## src/rtl/keccak_pkg.sv

```systemverilog
// Shared types and helpers for the keccak message sequencer.
package keccak_pkg;

  // Sequencer control states
  typedef enum logic [2:0] {
    IDLE,
    CLEAR,
    FEED,
    PAD,
    WAIT_DIGEST,
    DONE
  } seq_state_t;

  // Keccak bitrate in bits for a given digest width
  function automatic int unsigned keccak_bitrate(input int unsigned outbits);
    return 1600 - 2 * outbits;
  endfunction

  // Only the four standard digest widths are supported by the core
  function automatic bit outbits_legal(input int unsigned outbits);
    return (outbits inside {224, 256, 384, 512}) && (keccak_bitrate(outbits) > 0);
  endfunction

endpackage

```

## src/rtl/keccak_msg_sequencer_if.sv

```systemverilog
// Message stream input and digest output handshakes of the sequencer.
interface keccak_msg_sequencer_if #(
  parameter int OUTBITS = 512
);
  logic [31:0]        s_data;
  logic               s_valid;
  logic               s_last;
  logic [1:0]         s_bytes;
  logic               s_ready;
  logic [OUTBITS-1:0] m_digest;
  logic               m_valid;
  logic               m_ready;

  // Front-end side: offers words, consumes digests
  modport master (
    output s_data, s_valid, s_last, s_bytes, m_ready,
    input  s_ready, m_digest, m_valid
  );

  // Sequencer side: accepts words, produces digests
  modport slave (
    input  s_data, s_valid, s_last, s_bytes, m_ready,
    output s_ready, m_digest, m_valid
  );
endinterface

```

## src/rtl/keccak_seq_watchdog.sv

```systemverilog
// Loadable down-counter; expired is high in the last enabled cycle of the budget.
module keccak_seq_watchdog #(
  parameter int unsigned TIMEOUT_CYCLES = 255,
  parameter int unsigned CW = $clog2(TIMEOUT_CYCLES + 1)
) (
  input  logic clk,
  input  logic reset,
  input  logic load,
  input  logic en,
  output logic expired
);
  localparam logic [CW-1:0] LOAD_VAL = CW'(TIMEOUT_CYCLES);

  logic [CW-1:0] count_reg;

  // Load the full budget on entry, then count down once per enabled cycle
  always_ff @(posedge clk) begin
    if (reset) begin
      count_reg <= '0;
    end else if (load) begin
      count_reg <= LOAD_VAL;
    end else if (en && (count_reg != '0)) begin
      count_reg <= count_reg - 1'b1;
    end
  end

  assign expired = en && (count_reg == CW'(1));
endmodule

```

## src/rtl/keccak_msg_sequencer.sv

```systemverilog
// Drives one keccak core over whole messages: clear, feed, pad, collect digest.
module keccak_msg_sequencer
  import keccak_pkg::*;
#(
  parameter int unsigned OUTBITS        = 512,
  parameter int unsigned TIMEOUT_CYCLES = 255,
  parameter int unsigned CNT_W          = 16
) (
  input  logic                 clk,
  input  logic                 reset,
  keccak_msg_sequencer_if.slave bus,
  output logic                 core_reset,
  output logic [31:0]          core_in,
  output logic                 core_in_ready,
  output logic                 core_is_last,
  output logic [1:0]           core_byte_num,
  input  logic                 core_buffer_full,
  input  logic [OUTBITS-1:0]   core_out,
  input  logic                 core_out_ready,
  output logic                 busy,
  output logic                 err_timeout,
  output logic [CNT_W-1:0]     msg_words
);

  generate
    if (!outbits_legal(OUTBITS)) begin : g_bad_outbits
      $error("keccak_msg_sequencer: OUTBITS must be 224, 256, 384 or 512");
    end
  endgenerate

  seq_state_t         state_reg;
  logic [OUTBITS-1:0] m_digest_reg;
  logic               m_valid_reg;
  logic               busy_reg;
  logic               err_reg;
  logic [CNT_W-1:0]   msg_words_reg;

  logic in_feed;
  logic in_pad;
  logic s_fire;
  logic last_partial;
  logic pad_fire;
  logic to_wait;
  logic wd_expired;

  // Core strobes are combinational so a word never lands while the core is full;
  // reset masks everything so a word offered during reset is dropped.
  assign in_feed      = !reset && (state_reg == FEED);
  assign in_pad       = !reset && (state_reg == PAD);
  assign bus.s_ready  = in_feed && !core_buffer_full;
  assign s_fire       = bus.s_valid && bus.s_ready;
  assign last_partial = bus.s_last && (bus.s_bytes != 2'd0);
  assign pad_fire     = in_pad && !core_buffer_full;
  assign to_wait      = (s_fire && last_partial) || pad_fire;

  assign core_reset    = reset || (state_reg == CLEAR);
  assign core_in       = in_feed ? bus.s_data : 32'd0;
  assign core_in_ready = s_fire || pad_fire;
  assign core_is_last  = to_wait;
  assign core_byte_num = (s_fire && last_partial) ? bus.s_bytes : 2'd0;

  assign bus.m_digest = m_digest_reg;
  assign bus.m_valid  = m_valid_reg;
  assign busy         = busy_reg;
  assign err_timeout  = err_reg;
  assign msg_words    = msg_words_reg;

  keccak_seq_watchdog #(
    .TIMEOUT_CYCLES(TIMEOUT_CYCLES)
  ) u_watchdog (
    .clk    (clk),
    .reset  (reset),
    .load   (to_wait),
    .en     (state_reg == WAIT_DIGEST),
    .expired(wd_expired)
  );

  // Message sequencing FSM with registered status and digest outputs
  always_ff @(posedge clk) begin
    if (reset) begin
      state_reg     <= IDLE;
      m_digest_reg  <= '0;
      m_valid_reg   <= 1'b0;
      busy_reg      <= 1'b0;
      err_reg       <= 1'b0;
      msg_words_reg <= '0;
    end else begin
      err_reg <= 1'b0;
      case (state_reg)
        IDLE: begin
          if (bus.s_valid) begin
            state_reg     <= CLEAR;
            busy_reg      <= 1'b1;
            msg_words_reg <= '0;
          end
        end
        CLEAR: begin
          state_reg <= FEED;
        end
        FEED: begin
          if (s_fire) begin
            if (msg_words_reg != '1) begin
              msg_words_reg <= msg_words_reg + 1'b1;
            end
            if (bus.s_last) begin
              state_reg <= last_partial ? WAIT_DIGEST : PAD;
            end
          end
        end
        PAD: begin
          if (pad_fire) begin
            state_reg <= WAIT_DIGEST;
          end
        end
        WAIT_DIGEST: begin
          if (core_out_ready) begin
            m_digest_reg <= core_out;
            m_valid_reg  <= 1'b1;
            state_reg    <= DONE;
          end else if (wd_expired) begin
            err_reg   <= 1'b1;
            busy_reg  <= 1'b0;
            state_reg <= IDLE;
          end
        end
        DONE: begin
          if (bus.m_ready) begin
            m_valid_reg <= 1'b0;
            busy_reg    <= 1'b0;
            state_reg   <= IDLE;
          end
        end
        default: begin
          state_reg   <= IDLE;
          m_valid_reg <= 1'b0;
          busy_reg    <= 1'b0;
        end
      endcase
    end
  end

endmodule
```

## src/flat_wrapper.sv

```systemverilog
// flat-port wrapper written by rule: the top's interface ports become plain ports
module keccak_msg_sequencer_flat import keccak_pkg::*;
#(
  parameter int unsigned OUTBITS        = 512,
  parameter int unsigned TIMEOUT_CYCLES = 255,
  parameter int unsigned CNT_W          = 16
)
  (clk, reset, core_reset, core_in, core_in_ready, core_is_last, core_byte_num, core_buffer_full, core_out, core_out_ready, busy, err_timeout, msg_words, bus_s_data, bus_s_valid, bus_s_last, bus_s_bytes, bus_m_ready, bus_s_ready, bus_m_digest, bus_m_valid);
  keccak_msg_sequencer_if #(.OUTBITS(OUTBITS)) bus_i ();
  input  logic clk;
  input  logic reset;
  output logic core_reset;
  output logic [31:0] core_in;
  output logic core_in_ready;
  output logic core_is_last;
  output logic [1:0] core_byte_num;
  input  logic core_buffer_full;
  input  logic [OUTBITS-1:0] core_out;
  input  logic core_out_ready;
  output logic busy;
  output logic err_timeout;
  output logic [CNT_W-1:0] msg_words;
  input wire logic [$bits(bus_i.s_data)-1:0] bus_s_data;
  input wire logic [$bits(bus_i.s_valid)-1:0] bus_s_valid;
  input wire logic [$bits(bus_i.s_last)-1:0] bus_s_last;
  input wire logic [$bits(bus_i.s_bytes)-1:0] bus_s_bytes;
  input wire logic [$bits(bus_i.m_ready)-1:0] bus_m_ready;
  output wire logic [$bits(bus_i.s_ready)-1:0] bus_s_ready;
  output wire logic [$bits(bus_i.m_digest)-1:0] bus_m_digest;
  output wire logic [$bits(bus_i.m_valid)-1:0] bus_m_valid;
  assign bus_i.s_data = bus_s_data;
  assign bus_i.s_valid = bus_s_valid;
  assign bus_i.s_last = bus_s_last;
  assign bus_i.s_bytes = bus_s_bytes;
  assign bus_i.m_ready = bus_m_ready;
  assign bus_s_ready = bus_i.s_ready;
  assign bus_m_digest = bus_i.m_digest;
  assign bus_m_valid = bus_i.m_valid;
  keccak_msg_sequencer #(.OUTBITS(OUTBITS), .TIMEOUT_CYCLES(TIMEOUT_CYCLES), .CNT_W(CNT_W)) u_core (.clk(clk), .reset(reset), .bus(bus_i), .core_reset(core_reset), .core_in(core_in), .core_in_ready(core_in_ready), .core_is_last(core_is_last), .core_byte_num(core_byte_num), .core_buffer_full(core_buffer_full), .core_out(core_out), .core_out_ready(core_out_ready), .busy(busy), .err_timeout(err_timeout), .msg_words(msg_words));
endmodule
```

## config.mk

```make
export PLATFORM = sky130hd
export DESIGN_NAME = keccak_msg_sequencer_flat
export DESIGN_NICKNAME = d
export VERILOG_FILES = /design/src/rtl/keccak_pkg.sv /design/src/rtl/keccak_msg_sequencer_if.sv /design/src/rtl/keccak_seq_watchdog.sv /design/src/rtl/keccak_msg_sequencer.sv /design/src/flat_wrapper.sv
export SDC_FILE = /design/constraint.sdc
export NUM_CORES = 1
export LEC_CHECK = 0
export BUFFER_PORTS_ARGS = -buffer_cell sky130_fd_sc_hd__buf_2
export CORE_AREA = 4 4 439 441
export CTS_CLUSTER_DIAMETER = 50
export DETAILED_ROUTE_END_ITERATION = 6
export DIE_AREA = 0 0 443 445
export HOLD_SLACK_MARGIN = 0.02
export PLACE_DENSITY = 0.3
export SETUP_SLACK_MARGIN = 0.3
export SLEW_MARGIN = 40
export SYNTH_ARGS = -nofsm -noshare
export SYNTH_HDL_FRONTEND = slang
export SYNTH_SLANG_ARGS = --single-unit
```

## constraint.sdc

```tcl
create_clock -name clk -period 1.8 [get_ports clk]
set_input_delay 0.09 -clock clk [delete_from_list [all_inputs] [get_ports clk]]
set_output_delay 0.09 -clock clk [all_outputs]
set_load 0.01 [all_outputs]
```

* Yosys cells after proc, flatten, opt, wreduce, memory -nomap -nowiden *
Cells that the tools add are included.

word-level totals
  register bits after elaboration = 542
  bits of input ports = 553
  output and inout port bits = 569

operators by class
  add/subtract/negate cells = 2
  eq/ne operators = 17
  muxes and demuxes = 25
  bitwise operators = 3
  reduce and logical (&&, ||, !) cells = 27

operators by type and width
  cell                     number
  $mux W16                 3
  $mux W32                 1
  $pmux W16 S2             1
  $mux W3                  8
  $pmux W3 S6              1
  $add A16 B1 Y16 const B  1
  $mux W8                  2
  $ne A16 B16 Y1 const B   1
  $ne A2 B2 Y1 const B     6
  $logic_and A1 B1 Y1      9
  $eq A8 B1 Y1 const B     1
  $reduce_bool A8 Y1       1
  $sub A8 B1 Y8 const B    1
  $eq A3 B2 Y1 const B     2
  $eq A3 B3 Y1 const B     2
  $mux W1                  6
  $ne A2 B1 Y1 const B     3
  $reduce_and A6 Y1        1
  $reduce_bool A2 Y1       3
  $reduce_or A3 Y1         2
  $reduce_and A5 Y1        1
  $pmux W1 S4              1
  $reduce_and A4 Y1        1
  $reduce_or A4 Y1         1
  other kinds (10)         15

* Depth between registers and ports, before layout *
Gate-level depths: netlist (run 1).

  word-level depth = 7
  depth in mapped cells = 8

* Modules after synthesis *
From an unflattened synthesis (run 1), not the netlist that was laid out.

unflattened totals
  cell total of the unflattened synthesis = 2481
  area total of the unflattened synthesis = 19318.5 µm²

modules (own cells, without submodules)
  module                times used  cells each  area an instance (µm²)  seq. area each (µm²)
  keccak_msg_sequencer  1           2428        18866.8                 10690.3
  keccak_seq_watchdog   1           53          451.7                   160.2

* Least setup slack after synthesis (run 1) *
OpenSTA, ideal clock, no wires.

  path type = reg2reg
  start = register u_core.msg_words_reg[0] (netlist: u_core.msg_words[0])
  end = register u_core.msg_words_reg[3] (netlist: u_core.msg_words[3])
  library setup time = 0.070 ns
  arrival time = 1.803 ns
  required time = 1.730 ns
  path slack = -0.073 ns
  cell stages (with the launch flop) = 8
  clock period less this slack = 1.873 ns
  cells stage by stage = dfxtp_1 -> ha_1 -> nand3_1 -> nor2_2 -> a41o_1 -> clkbuf_1 -> or4_1 -> a21oi_1

between the ends
  word-level cells in the longest chain between the ends = 4
  elaborated cells on any way between the ends = 7
  classes of those cells = add/sub: 1; eq/ne: 2; mux: 3; reduce/logical: 1

ends and longest elaborated chain
  item                      line                         RTL
  start: declaration        keccak_msg_sequencer.sv:36   logic [CNT_W-1:0] msg_words_reg;
  start signal: assignment  keccak_msg_sequencer.sv:103  msg_words_reg <= msg_words_reg + 1'b1;
  $add A16 B1 Y16           keccak_msg_sequencer.sv:103
  $mux W16                  keccak_msg_sequencer.sv:102  if (msg_words_reg != '1) begin
  $mux W16                  keccak_msg_sequencer.sv:101  if (s_fire) begin
  $pmux W16 S2              keccak_msg_sequencer.sv:89   case (state_reg)

Parallel ways exist; a longest one is shown, timed or not. The select of a mux whose other input is x is not followed.
A chain may end at the register's enable or synchronous reset.

* Worst setup path after layout (run 1) *
  start = register u_core.state_reg[0]
  end = output core_byte_num[0]

between the ends
  word-level cells in the longest chain between the ends = 6

ends and longest elaborated chain
  item                      line                         RTL
  start: declaration        keccak_msg_sequencer.sv:31   seq_state_t state_reg;
  start signal: assignment  keccak_msg_sequencer.sv:106  state_reg <= last_partial ? WAIT_DIGEST : PAD;
  $eq A3 B2 Y1              keccak_msg_sequencer.sv:48   assign in_feed = !reset && (state_reg == FEED);
  $logic_and A1 B1 Y1       keccak_msg_sequencer.sv:48
  $logic_and A1 B1 Y1       keccak_msg_sequencer.sv:50   assign bus.s_ready = in_feed && !core_buffer_full;
  $logic_and A1 B1 Y1       keccak_msg_sequencer.sv:51   assign s_fire = bus.s_valid && bus.s_ready;
  $logic_and A1 B1 Y1       keccak_msg_sequencer.sv:60   assign core_byte_num = (s_fire && last_partial) ? bus.s_bytes : 2'd0;
  $mux W2                   keccak_msg_sequencer.sv:60
  end: declaration          flat_wrapper.sv:16           output logic [1:0] core_byte_num;

No other way between the ends.

==> flow_summary.ini, run 1 <==
[global_routing]
grt_antenna_before_repair = 72
grt_max_degree = 121
grt_pass1_wl_um = 195000
grt-ovfl-total = 0
grt_pass1_vias = 24400
grt_usage_pct = 13.9

[setup_path]
cp_top_family = simple AND/OR/NAND/NOR gates
cpMaxStageDelayCell = or3b_4
crit_path_cell_trace = or3b_4 > buf_6 > nor3_4 > and3_4 > buf_6 > and2_4 > buf_6
critPathLaunchType = register
criticalPathCategory = reg -> out
cp_max_fo = 4
critPathRequiredTime_ns = 1.71
endpoint_kind = output pin
critical-path-max-stage-delay_ns = 0.41
arrival_ns = 2.25
crit_buf_inv = 3
cpMostUsedCell = buf_6

[pwr]
ir_drop_uv = 757
switchingPower_w = 0.00996
powerDensity_mw_per_mm2 = 913
leakage_nw = 17.3
pwr-share-comb_pct = 12.6
cell_internal_pwr_w = 0.0272
sequentialPowerShare_pct = 33.2
switching_share_pct = 26.8
p_clk_share_pct = 54.1

[drt]
drt_wl_total_um = 148000
drt_first_pass_iters = 7
wl_per_cell_um = 21.5
drc = 0
vias_per_cell = 3.53
ant_nets = 0
vias = 24300
first_iter_violations = 1253

[timing]
maxSlewViolCount = 0
layout_min_cycle_time_ns = 2.34
hold_violations = 1
grt_setup_unrepaired = true
worst_pin_slew_ns = 0.956
slew_headroom_pct = 36.2
fin_crit_sh_pct = 130
max_freq_mhz = 427
fin_hold_ws_ns = -0.0556
skew_ns = 0.0775
setup_violations = 467
final.setup.worst_slack_ns = -0.540

[final_layout]
final_cell_mix = buf_2, nand2_1, dfxtp_1, dlygate4sd3_1, a21oi_1
post_route_cells_drive_above_1_share_pct = 41.5
syn2layout_area_growth_pct = 110
largest_reg_flops = 512
fillers = 21300
mostFrequentLayoutCell = buf_2
stdcell_count = 6883
final_nets = 4797
final_core_util_pct = 21.5

[floorplan]
die_w_um = 443
coreArea_mm2 = 0.189
dieArea_mm2 = 0.197
rows = 160
die_y_um = 445
io_pins = 1122
initial_core_util_pct = 10.2

[worst_hold_path]
hold_path.class = in -> reg

[placement]
gp_congestion = 0.848
pre_cts_ws_ns = -0.0933
dp_hpwl_um = 113000
post-place-cells = 6042
port_buffers = 1121

[synth]
synth.avg_cell_area_um2 = 7.82
synth_area_leaders = dfxtp_1, nand2_1, a21oi_1, buf_2, clkbuf_1
synth_ff_type = dfxtp_1
yosysUniqueCellTypes = 45
ys_seq_area_share_pct = 56.1
synth_warnings = 0
synth_area_mm2 = 0.0193
synth_edf_count = 0
synth_top_area_share_pct = 56.1
async_flop_share_pct = 0
synth_cells = 2473
ys_seq_elements = 542
synth_top_cell_by_area = dfxtp_1
syn_nets = 3030

[clock_tree]
clk_pin_slew_ns = 0.04
h-tree-depth = 3
clock_sinks = 542
cts_buffers = 101
cts_hold_buf = 520
ctsLongestPathBuffers = 3
clock_latency_ns = 0.73
cts_tree = done
clockRootBuffer = clkbuf_16

[run]
drv_cap = 0

[outcome]
status = finished with violations
violations = negative hold slack, negative setup slack
power by group through the flow:
| stage | combinational, W | sequential, W | clock [W] |
|---|---|---|---|
| floorplan | 0.00110 | 0.0126 | 0 |
| finish | 0.00470 | 0.0123 | 0.0201 |
| detailed placement | 0.00302 | 0.0126 | 0 |
| global placement | 0.00304 | 0.0126 | 0 |
| CTS | 0.00446 | 0.0123 | 0.0208 |
| global route | 0.00504 | 0.0124 | 0.0213 |
path summary, 6_finish.rpt:
check                                           endpoint  slack [ns]                     start  depth (start not counted)
worst min register to register  u_core.bus.m_digest[175]        0.45  u_core.bus.m_digest[175]                          2
worst min-delay path                 u_core.state_reg[2]       -0.06          core_buffer_full                          4
worst max-delay path                    core_byte_num[0]       -0.54       u_core.state_reg[0]                          7
worst max register to register   u_core.bus.m_digest[62]       -0.19       u_core.state_reg[2]                         11
metal layers:
layer / vias up / global-route usage, % / part of all wire [%]
li1: 11700 / - / -
met5: - / 0 / 0.12
met1: 11500 / 17.2 / 43
met4: 28 / 5.94 / 4.2
met3: 238 / 3.87 / 6.3
met2: 844 / 22.7 / 46
logic make-up (layout without fill, tap and decap cells):
logic type	after synthesis	count (layout)	synth area share (%)
buf+inv	193	2044	4.42
xor+xnor	6	6	0.272
simple gates	1152	1152	23.6
compound gates	575	575	15.3
flops	542	542	56.1
mux	1	1	0.0518
other cells	0	48	0
fa+ha+maj	4	4	0.259
layout make-up:
type                       instances  area, um^2  area share, %
antenna                           48         120          0.295
inverter                           9        33.8         0.0830
clock inverter                    56         717           1.76
timing repair buffer            1848       14000           34.4
clock buffer                     131        2850           7.01
multi-input combinational       1738        8970           22.0
tap                             2511        3140           7.72
sequential                       542       10900           26.7
Yosys cell counts (all sizes together), types with 5 or more instances:
master	number
nand3	15
nand2	1038
o21ai	17
or4	7
inv	9
a21oi	535
nor2	22
dfxtp	542
and3	5
clkbuf	80
buf	104
nor3	6
nor4	5
and2	35
metrics by stage:
step | power, W | TNS [ns] | cell area [um^2]
after floorplan | 0.0137 | 0 | 19600
after global placement | 0.0156 | -1.99 | 28600
after detailed placement | 0.0156 | -5.80 | 28600
after CTS | 0.0376 | -54.45 | 38700
after global routing | 0.0387 | -95.76 | 40600
final | 0.0372 | -48.31 | 40700
what timing repair did:
action | in CTS | in global routing
endpoints found under the hold margin | 537 | 3
setup buffers | 27 | 23
gates cloned | 18 | 18
pin swaps | 30 | 65
resized for setup | 145 | 322
setup endpoints to repair | 642 | 632
worst reg2reg max path: stages (launching register included):
cell	delay [ns]
dfxtp_2	0.32
buf_4	0.10
buf_6	0.09
or3b_4	0.39
nor2_4	0.16
buf_12	0.17
buf_12	0.15
buf_16	0.14
buf_12	0.12
buf_8	0.12
nand2_1	0.06
a21oi_1	0.12
Note: power is estimated with default switching activity, not from simulation.
==> run 2: changes to the inputs <==
REMOVE_ABC_BUFFERS = 1   (was not set)
SYNTH_HIERARCHICAL = 1   (was not set)
==> run 2 against run 1 <==
Net effect: combinational power grew to 2.7 times the previous value; first-iteration DRC count is 12% lower; flip-flop and latch count unchanged; the run ends with negative setup slack left; non-clock buffer count increased by 105; via count up 1.1%; critical path depth unchanged; die area unchanged; largest cell class unchanged; largest power group unchanged.
==> flow_summary.ini, run 2 <==
[drt]
drt_wl_total_um = 144000
ant_nets = 0
drt_first_pass_iters = 5
first_iter_violations = 1101
drc = 0
wl_per_cell_um = 20.6
vias = 24500
vias_per_cell = 3.52

[setup_path]
endpoint = core_byte_num[0]
r2r_cells = 8
cpMaxStageDelayCell = or3b_4
reg2reg_to = u_core/msg_words[10]
rrSetupSlack_ns = -0.22
criticalPathCategory = reg -> out
cp_max_fo = 3
arrival_ns = 2.19
critPathRequiredTime_ns = 1.71
critPathLaunchType = register
crit_buf_inv = 2
crit_path_cell_trace = or3b_4 > buf_6 > nand2b_4 > nor2_4 > and3_4 > and2_4 > buf_6
critical_path_cell_count = 7
endpoint_kind = output pin
reg2reg_from = u_core/state_reg[2]
critical-path-max-stage-delay_ns = 0.40
cpMostUsedCell = buf_6
cp_top_family = simple AND/OR/NAND/NOR gates
startpoint = u_core/state_reg[2]

[timing]
slew_headroom_pct = 59.7
setup_violations = 410
hold_violations = 0
fin_crit_sh_pct = 127
tns_ns = -34.50
skew_ns = 0.0719
layout_min_cycle_time_ns = 2.28
max_freq_mhz = 438
maxSlewViolCount = 0
worst_pin_slew_ns = 0.605
grt_setup_unrepaired = true
final.setup.worst_slack_ns = -0.483

[synth]
ys_seq_area_share_pct = 56.2
yosysMostFrequentCell = nand2_1
yosysUniqueCellTypes = 48
synth.avg_cell_area_um2 = 7.79
synth_edf_count = 0
synth_top_cell_by_area = dfxtp_1
synth_ff_type = dfxtp_1
async_flop_share_pct = 0
synth_warnings = 6
synth_cells = 2481
ys_seq_elements = 542
synth_area_leaders = dfxtp_1, nand2_1, a21oi_1, clkbuf_1, buf_2
synth_top_area_share_pct = 56.2
synth_area_mm2 = 0.0193
synth_commonest_cells = nand2_1, dfxtp_1, a21oi_1

[clock_tree]
clock_latency_ns = 0.74
cts_buffers = 100
clock_sinks = 542
h-tree-depth = 3
clk_pin_slew_ns = 0.05
clockRootBuffer = clkbuf_16
ctsLongestPathBuffers = 3
cts_tree = done

[floorplan]
coreArea_mm2 = 0.189
rows = 160
initial_core_util_pct = 10.2
io_pins = 1122
dieArea_mm2 = 0.197
die_w_um = 443
die_y_um = 445

[pwr]
power_w = 0.0476
powerDensity_mw_per_mm2 = 1120
leakage_nw = 18.0
ir_drop_uv = 728

[run]
drv_cap = 0

[final_layout]
fillers = 21300
mostFrequentLayoutCell = buf_2
final_cell_mix = buf_2, nand2_1, dfxtp_1, dlygate4sd3_1, a21oi_1
largest_reg_flops = 512
stdcell_count = 6970
final_nets = 4909
syn2layout_area_growth_pct = 119
post_route_cells_drive_above_1_share_pct = 42.7

[placement]
dp_hpwl_um = 104000
gp_congestion = 0.868
post-place-cells = 6103
port_buffers = 1121

[global_routing]
grt_pass1_wl_um = 186000
grt-ovfl-total = 0
grt_max_degree = 99
grt_pass1_vias = 24400
grt_antenna_before_repair = 41
grt_usage_pct = 13.1

[worst_hold_path]
hold_path.class = in -> reg
min-delay-start = core_buffer_full

[outcome]
status = finished with violations
violations = negative setup slack
-- run 2: cells by family (layout without fill, tap and decap cells) --
family / count (synthesis) / count (layout) / share of synthesized area [%]
adders and majority gates: 4 / 4 / 0.259
buffers and inverters: 195 / 2151 / 4.16
other: 0 / 22 / 0
xor gates and xnor gates: 2 / 2 / 0.0907
AOI/OAI and AO/OA: 576 / 576 / 15.5
DFF: 542 / 542 / 56.2
and+or+nand+nor: 1162 / 1162 / 23.8
-- run 2: area by class of cell --
cell class                      instances  area [um^2]  area share [%]
Antenna cell                           22         55.1           0.130
Clock inverter                         62          927            2.19
Sequential cell                       542        10900            25.6
Clock buffer                          125         2820            6.65
Multi-Input combinational cell       1744         8750            20.7
Inverter                               11         48.8           0.115
Tap cell                             2511         3140            7.42
Timing Repair Buffer                 1953        15700            37.2
-- run 2: worst register-to-register path, delay by kind of cell (launching register included) --
kind / cells / cell delay, ns
and+or+nand+nor: 1 / 0.40
DFF: 1 / 0.33
AOI/OAI and AO/OA: 4 / 0.75
buffers and inverters: 3 / 0.41
-- run 2: timing repair --
| action | CTS | global route |
|---|---|---|
| pin swaps | 20 | 81 |
| gates resized for setup | 114 | 398 |
| cloned | 17 | 48 |
| hold buffers | 519 | 0 |
| hold endpoints to repair | 522 | 0 |
| buffers inserted | 32 | 42 |
| setup endpoints to repair | 631 | 619 |
-- run 2: layer usage --
| metal | global-route usage (%) | vias to the layer above | routed length [um] |
|---|---|---|---|
| met5 | 0 | - | 96 |
| met4 | 4.67 | 18 | 4220 |
| met3 | 3.20 | 191 | 7770 |
| met2 | 22.8 | 751 | 71600 |
| met1 | 15.5 | 11700 | 60000 |
| li1 | - | 11900 | - |
-- run 2: worst min-delay path by stage --
stage	end	slack (ns)	cells past startpoint
global placement	u_core/bus.m_digest[482]	0.33	3
floorplan	u_core/bus.m_digest[0]	0.16	1
CTS	u_core/bus.m_digest[194]	0.02	4
detailed placement	u_core/bus.m_digest[147]	0.34	3
global route	u_core/bus.m_digest[62]	0.08	4
finish	u_core/msg_words[2]	0.12	6
-- run 2: per-stage QoR --
stage	util, %	instance area [um^2]	setup WS (ns)	hold WS (ns)
6_report	22.4	42300	-0.483	0.125
5_1_grt	22.4	42300	-0.614	0.0778
4_1_cts	20.7	39200	-0.628	0.0241
3_5_place_dp	15.3	29000	-0.280	0.336
3_3_place_gp	15.3	29000	-0.311	0.330
2_1_floorplan	-	18600	-24.34	0.159
-- run 2: where the power goes --
part           internal (W)  switching [W]
Sequential           0.0133       0.000788
Combinational       0.00612        0.00644
Clock                0.0135        0.00746
Total                0.0329         0.0147
